File: config.mk
export PLATFORM = sky130hd
export DESIGN_NAME = mux_scan_n
export DESIGN_NICKNAME = d
export VERILOG_FILES = /design/src/rtl/mux_scan_pkg.sv /design/src/rtl/mux_scan_n_scan_counter.sv /design/src/rtl/mux_scan_n.sv
export SDC_FILE = /design/constraint.sdc
export NUM_CORES = 1
export LEC_CHECK = 0
export CORE_MARGIN = 5
export CORE_UTILIZATION = 25
export CTS_BUF_LIST = sky130_fd_sc_hd__clkbuf_8
export DETAILED_ROUTE_END_ITERATION = 10
export PLACE_DENSITY_LB_ADDON = 0.08
export SETUP_SLACK_MARGIN = 0.3
export SLEW_MARGIN = 25
export SYNTH_ARGS = -nofsm -noshare
export SYNTH_HDL_FRONTEND = slang
export SYNTH_SLANG_ARGS = --single-unit
File: constraint.sdc
create_clock -name clk -period 2.5 [get_ports clk]
set_input_delay 0.5 -clock clk [delete_from_list [all_inputs] [get_ports clk]]
set_output_delay 0.5 -clock clk [all_outputs]
set_load 0.01 [all_outputs]
File: src/rtl/mux_scan_pkg.sv
// mux_scan_pkg: shared constants and types for the mux_scan_n block.
//   MODE_MANUAL / MODE_SCAN : values of the mux_scan_n.mode input
//   state_e                 : operating state (IDLE / MANUAL / SCAN)
package mux_scan_pkg;

  localparam logic MODE_MANUAL = 1'b0;
  localparam logic MODE_SCAN   = 1'b1;

  typedef enum logic [1:0] {
    ST_IDLE   = 2'd0,
    ST_MANUAL = 2'd1,
    ST_SCAN   = 2'd2
  } state_e;

endpackage

File: src/rtl/mux_scan_n_scan_counter.sv
// scan_counter: dwell counter and channel pointer for the scan mode of mux_scan_n.
//   clk, rst_n : clock, asynchronous active-low reset
//   run        : advance the dwell counter / pointer this cycle
//   clear      : force pointer and counter back to 0 (has priority over run)
//   ptr        : current scan channel
//   wrap_next  : pointer has just wrapped N-1 -> 0 and that channel 0 has not
//                yet been sampled; the next scan sample is the first of a sweep
module scan_counter
  import mux_scan_pkg::*;
#(
  parameter int unsigned N     = 8,
  parameter int unsigned DWELL = 4,
  parameter int unsigned SW    = $clog2(N)
) (
  input  logic          clk,
  input  logic          rst_n,
  input  logic          run,
  input  logic          clear,
  output logic [SW-1:0] ptr,
  output logic          wrap_next
);

  localparam int unsigned   CW       = (DWELL > 1) ? $clog2(DWELL) : 1;
  localparam logic [CW-1:0] CNT_LAST = CW'(DWELL - 1);
  localparam logic [SW-1:0] PTR_LAST = SW'(N - 1);

  logic [CW-1:0] cnt_q, cnt_d;
  logic [SW-1:0] ptr_q, ptr_d;
  logic          wrap_q, wrap_d;

  // The wrap flag survives an idle pause so the pulse is still emitted
  // alongside the first channel-0 sample once scanning resumes.
  always_comb begin
    cnt_d  = cnt_q;
    ptr_d  = ptr_q;
    wrap_d = wrap_q;
    if (clear) begin
      cnt_d  = '0;
      ptr_d  = '0;
      wrap_d = 1'b0;
    end else if (run) begin
      wrap_d = 1'b0;
      if (cnt_q == CNT_LAST) begin
        cnt_d = '0;
        if (ptr_q == PTR_LAST) begin
          ptr_d  = '0;
          wrap_d = 1'b1;
        end else begin
          ptr_d = ptr_q + 1'b1;
        end
      end else begin
        cnt_d = cnt_q + 1'b1;
      end
    end
  end

  always_ff @(posedge clk or negedge rst_n) begin
    if (!rst_n) begin
      cnt_q  <= '0;
      ptr_q  <= '0;
      wrap_q <= 1'b0;
    end else begin
      cnt_q  <= cnt_d;
      ptr_q  <= ptr_d;
      wrap_q <= wrap_d;
    end
  end

  assign ptr       = ptr_q;
  assign wrap_next = wrap_q;

endmodule

File: src/rtl/mux_scan_n.sv
// mux_scan_n: N-channel, W-bit registered multiplexer with manual and scan modes.
//   clk, rst_n : clock, asynchronous active-low reset
//   in_data    : N channels, channel k at [k*W +: W]
//   en         : block enable (0 = idle, internal state frozen)
//   mode       : 0 = manual (sel_in), 1 = scan (internal pointer, DWELL cycles each)
//   sel_in     : manual channel select
//   out_data   : registered selected channel data
//   out_sel    : channel index belonging to out_data
//   out_valid  : out_data is a freshly sampled legal channel
//   sel_err    : last manual select was >= N
//   wrap       : one-cycle pulse with the first channel-0 sample of a new sweep
module mux_scan_n
  import mux_scan_pkg::*;
#(
  parameter int unsigned N     = 8,
  parameter int unsigned W     = 1,
  parameter int unsigned SW    = $clog2(N),
  parameter int unsigned DWELL = 4
) (
  input  logic           clk,
  input  logic           rst_n,
  input  logic [N*W-1:0] in_data,
  input  logic           en,
  input  logic           mode,
  input  logic [SW-1:0]  sel_in,
  output logic [W-1:0]   out_data,
  output logic [SW-1:0]  out_sel,
  output logic           out_valid,
  output logic           sel_err,
  output logic           wrap
);

  localparam logic [SW:0] N_LIM = (SW + 1)'(N);

  state_e        state_q, state_d;
  logic [W-1:0]  out_data_q, out_data_d;
  logic [SW-1:0] out_sel_q, out_sel_d;
  logic          sel_err_q, sel_err_d;
  logic          wrap_q, wrap_d;

  logic [SW-1:0] ptr;
  logic          wrap_next;
  logic [SW-1:0] idx;
  logic [W-1:0]  pick;
  logic          sel_legal;

  always_comb begin
    if (!en) begin
      state_d = ST_IDLE;
    end else if (mode == MODE_SCAN) begin
      state_d = ST_SCAN;
    end else begin
      state_d = ST_MANUAL;
    end
  end

  scan_counter #(
    .N     (N),
    .DWELL (DWELL),
    .SW    (SW)
  ) u_scan_counter (
    .clk       (clk),
    .rst_n     (rst_n),
    .run       (state_d == ST_SCAN),
    .clear     (state_d == ST_MANUAL),
    .ptr       (ptr),
    .wrap_next (wrap_next)
  );

  assign sel_legal = {1'b0, sel_in} < N_LIM;
  assign idx       = (state_d == ST_SCAN) ? ptr : sel_in;

  // Out-of-range indices match no channel and yield zero.
  always_comb begin
    pick = '0;
    for (int unsigned k = 0; k < N; k++) begin
      if (idx == SW'(k)) begin
        pick = in_data[k*W +: W];
      end
    end
  end

  always_comb begin
    out_data_d = out_data_q;
    out_sel_d  = out_sel_q;
    sel_err_d  = 1'b0;
    wrap_d     = 1'b0;
    unique case (state_d)
      ST_MANUAL: begin
        if (sel_legal) begin
          out_data_d = pick;
          out_sel_d  = sel_in;
        end else begin
          out_data_d = '0;
          sel_err_d  = 1'b1;
        end
      end
      ST_SCAN: begin
        out_data_d = pick;
        out_sel_d  = ptr;
        wrap_d     = wrap_next;
      end
      default: ;
    endcase
  end

  always_ff @(posedge clk or negedge rst_n) begin
    if (!rst_n) begin
      state_q    <= ST_IDLE;
      out_data_q <= '0;
      out_sel_q  <= '0;
      sel_err_q  <= 1'b0;
      wrap_q     <= 1'b0;
    end else begin
      state_q    <= state_d;
      out_data_q <= out_data_d;
      out_sel_q  <= out_sel_d;
      sel_err_q  <= sel_err_d;
      wrap_q     <= wrap_d;
    end
  end

  // Validity is decoded from registered state rather than kept in its own flop.
  assign out_valid = (state_q == ST_SCAN) || ((state_q == ST_MANUAL) && !sel_err_q);
  assign out_data  = out_data_q;
  assign out_sel   = out_sel_q;
  assign sel_err   = sel_err_q;
  assign wrap      = wrap_q;

endmodule

### After elaboration in Yosys (flattened, before gate mapping)

Index checks and enable logic that the tools add are counted.

* flip-flop bits (word level): 13
* bits of input ports: 15
* output and inout bits: 7
* logic and storage cells: 52

* add/sub/neg operators: 2
* equality and inequality tests: 13
* mux-type cells: 24
* reduce and logical (&&, ||, !) cells: 6

Operators by type and width (count)
* 3-bit equality test, second input constant: 5
* 3-bit two-way mux: 5
* 1-bit two-way mux: 13
* 2-bit two-way mux: 5
* 2-bit equality test, second input constant: 3
* 3-bit by 2-bit equality test with 1-bit output, second input constant: 2
* 3-bit one-hot mux with 2 select lines: 1
* 2-bit by 1-bit equality test with 1-bit output, second input constant: 2
* 2-bit nonzero test: 2
* 3-bit by 1-bit adder with 3-bit output, second input constant: 1
* 3-bit by 1-bit equality test with 1-bit output, second input constant: 1
* 3-bit zero test: 1
* 2-bit by 1-bit adder with 2-bit output, second input constant: 1
* 2-bit AND reduction: 1
* 2-bit OR reduction: 1
* 1-bit logical OR: 1

### Logic depth before layout (Yosys ltp)

* depth in word-level cells: 13
* mapped depth: 5
* gate-level depth less buffers: 5

### By module

From an unflattened synthesis, not the netlist that was laid out.

* cells, all modules: 78
* area, all modules: 830.8 sq um

Modules (own cells, without submodules)
* mux_scan_n: times used 1, cells an instance 51, area an instance 508.0 sq um, sequential area each 175.2 sq um
* scan_counter: times used 1, cells an instance 27, area an instance 322.8 sq um, sequential area each 150.1 sq um

### Worst setup path before layout

Ideal clock, no wire load.

* path kind: input to register
* from: in mode
* to: reg out_data_q, in the netlist out_data
* setup time: 0.137 ns
* arrival time: 1.380 ns
* required time: 2.363 ns
* setup slack: 0.983 ns
* stages: 5
* path buffers: 1
* cell sequence: buf_6 a21bo_4 and3_4 a2111oi_4 nor4bb_1

* word-level cells in the longest chain between the ends: 13
* elaborated cells on any way between the ends: 22
* those cells by class: 9 x eq/ne; 11 x mux; 2 x reduce/logical

RTL lines
* start: declaration: RTL line mux_scan_n.sv:24 `input logic mode,`
* 2-bit two-way mux (*): RTL line mux_scan_n.sv:50 `end else if (mode == MODE_SCAN) begin`
* 2-bit two-way mux (*): RTL line mux_scan_n.sv:48 `if (!en) begin`
* 2-bit equality test: RTL line mux_scan_n.sv:71, mux_scan_n.sv:88
* 3-bit two-way mux: RTL line mux_scan_n.sv:71 `assign idx = (state_d == ST_SCAN) ? ptr : sel_in;`
* 3-bit zero test: RTL line mux_scan_n.sv:77 `if (idx == SW'(k)) begin`
* 1-bit two-way mux (8 in a row): RTL line mux_scan_n.sv:77
* end signal: assignment: RTL line mux_scan_n.sv:116 `out_data_q <= out_data_d;`
* end: declaration: RTL line mux_scan_n.sv:36 `logic [W-1:0] out_data_q, out_data_d;`

Mark *: on every way between the ends. The rest lies on a longest branch, timed or not.
A chain may end at the register's enable or synchronous reset.

### Final worst setup path

Same ends and word-level chain as after synthesis.

==> impl_metrics.toml <==
[worst_hold_path]
whs_endpoint = "wrap"
hold_class = "reg2reg"
min_path_cells = 2
hold_start = "u_scan_counter.wrap_next"

[die]
row_count = 20
die-area_mm2 = 0.004500
initial_utilization = 0.2646
die_w_um = 67.08
fp.dieH_um = 67.08
boundaryPins = 22
core-area_mm2 = 0.003078

[pwr]
p_int_w = 0.0004499
combPwrFrac = 0.282
pwr-share-clk = 0.285
p_sw_w = 0.0001895
switching_share = 0.2964
peakVddDrop_v = 0.0002851
seqPwrFrac = 0.434
power.density_mw_per_mm2 = 577.5
p_leak_nw = 0.4852

[drt]
ant_nets = 0
dr.pass1.iters = 4
drc = 0
via_count = 710
routed_wl_mm = 1.971
vias_per_cell = 4.733
drt_iter0_drc = 13
wire_per_inst_um = 13.14

[yosys]
synth-seq-area-share = 0.3994
ys.flop_type = "dfrtp_1"
avgSynthCellArea_um2 = 9.933
synth-edff-count = 0
async_flop_share = 1.000
yosysTopAreaCellShare = 0.3994
synth_cell_types = 33
synth_fp_nets = 100
netlist.top_cell.by_area = "dfrtp_1"
synth_area_leaders = "dfrtp_1 40%, nor2_1 5.1%, ha_1 4.6%, a21oi_1 4.3%, buf_6 4.1%"
ys_ff_latch = 13
yosys_warnings = 0
netlist_area_um2 = 814.5
postSynthCellCount = 82

[worst_setup_path]
reg2reg_from = "u_scan_counter.ptr[0]"
r2r_slack_ps = 1070
cp_slowest_stage_delay_ps = 730
critical_path_class = "in2reg"
crit_path_end_kind = "flop"
critPathTopFamily = "buffers and inverters"
slowest_stage = "clkdlybuf4s50_1"
r2r-end = "out_data"
reg2regPathDepth = 4
crit_buf_inv = 1
critPathMaxFanout = 11
start_kind = "input pin"
cp_cell_sequence = "clkdlybuf4s50_1 -> nand2_1 -> a21oi_1 -> a2111oi_1 -> nor4bb_1"
arrival_ps = 2100
critPathRequiredTime_ps = 2630

[place]
routabilityCongestion = 0.8065
dpl_cell_area_mm2 = 0.001062
dpl.hpwl_mm = 1.571
port_buffers = 20
place_ws_ps = 255.7

[clock_tree]
hold_buffers = 0
cts_setup_buffers = 0
cts_resized = 0
clk_path_buf_depth = 2
clockRootBuffer = "clkbuf_8"
cts_made_buffers = 3
clkTransAtPathRegs_ps = 60
insertion_delay_ps = 240
cts.sinks = 13
tritoncts = "built"
htreeDepth = 1

[grt]
grt_pass1_wl_mm = 3.332
antenna_found_initial = 0
track_usage = 0.1008
grt_max_degree = 14
grt_pass1_vias = 684
overflow = 0

[flow_run]
drv_cap = 0

[outcome]
outcome = "finished, final reports clean"

[layout]
diodes = 0
layout-drive-gt1-share = 0.1321
fillers = 323
post-route-cell-area_mm2 = 0.001107
syn_to_final_growth_pct = 35.94
finalNetCount = 125
final_util = 0.3598

[timing]
fin_skew_ps = 2.954
hold_viol_final = 0
final.setup.tns_ps = 0
worst_pin_slew_ps = 640.5
setup_slack_ps = 524.8
fmax_mhz = 506.3
relSlewSlack = 0.5716
slew_violations = 0
rsz0062_at_grt = "false"
fin_crit_sh = 0.7901
whs_ps = 498.3
min_period_ps = 1975
setup_viol = 0
[sequential cells by signal, summed over array words and instances (netlist names)]
| signal | cells |
|---|---|
| out_sel | 3 |
| u_scan_counter.ptr | 3 |
| state_q | 2 |
| u_scan_counter.cnt_q | 2 |
| out_data | 1 |
| u_scan_counter.wrap_next | 1 |
| wrap | 1 |
[cells by family after synthesis]
| kind of cell | synth area share |
|---|---|
| fa+ha+maj | 0.04609 |
| xor+xnor | 0.01075 |
| buf+inv | 0.08294 |
| flops | 0.3994 |
| compound gates | 0.2581 |
| other cells | 0.004604 |
| simple gates | 0.1659 |
| mux | 0.03225 |
[worst reg2reg max path, cell delays in order, from the launching register on]
cell and delay [ps]:
dfrtp_1 480, mux2_4 310, a221oi_1 250, a31oi_1 110, nor4bb_1 140
[synth_stat cells (all sizes together), types with 3 or more instances]
library cell	instances
inv	6
nor2b	5
a32oi	3
a31oi	3
a21oi	7
buf	4
nor2	11
dfrtp	13
nand2	3
ha	3
[stage by stage]
| stage | power (W) | std cells |
|---|---|---|
| 2_1_floorplan | 0.0003829 | 82 |
| 3_3_place_gp | 0.0004630 | 146 |
| 3_5_place_dp | 0.0004631 | 146 |
| 4_1_cts | 0.0006526 | 150 |
| 5_1_grt | 0.0006899 | 150 |
| 6_report | 0.0006395 | 150 |
[worst max path at each step]
stage | startpoint | end | slack (ps) | cells after the start
detailed placement | mode | out_data | 260 | 5
global placement | mode | out_data | 320 | 5
finish | mode | out_data | 520 | 5
floorplan | mode | out_data | 980 | 5
CTS | mode | out_data | 510 | 5
global route | mode | out_data | 310 | 5
[cells in the final DEF, fill, tap and decap left out, drive strengths merged, types with 2 or more instances in the layout]
cell           instances
o22ai                  2
o2bb2ai                2
inv                    7
nor2b                  5
a2111oi                2
nand2b                 2
mux2                   2
clkdlybuf4s50         20
a21oi                  7
dfrtp                 13
buf                    5
nand2                  3
ha                     3
nor2                  11
a31oi                  3
and3                   2
a32oi                  3
clkbuf                 3
[power by group through the flow]
stage / combinational (W) / sequential (W) / clock, W
floorplan: 0.000106 / 0.000277 / 0
global placement: 0.000182 / 0.000281 / 0
detailed placement: 0.000182 / 0.000281 / 0
CTS: 0.000183 / 0.000277 / 0.000192
global route: 0.000204 / 0.000284 / 0.000202
finish: 0.000180 / 0.000277 / 0.000182
[layer usage]
metal | track usage | wire (um)
met1 | 0.1242 | 887
met2 | 0.1595 | 943
met3 | 0.03879 | 107
met4 | 0.03291 | 33
met5 | 0 | 0
[final cells by class]
type                            instances  area [um^2]  share of cell area
Clock buffer                            3        41.29             0.03729
Clock inverter                          1        3.754            0.003390
Inverter                                6        22.52             0.02034
Multi-Input combinational cell         58        421.7              0.3808
Sequential cell                        13        325.3              0.2938
Tap cell                               44        55.05             0.04972
Timing Repair Buffer                   25        237.7              0.2147
(Power assumes the default switching activity.)
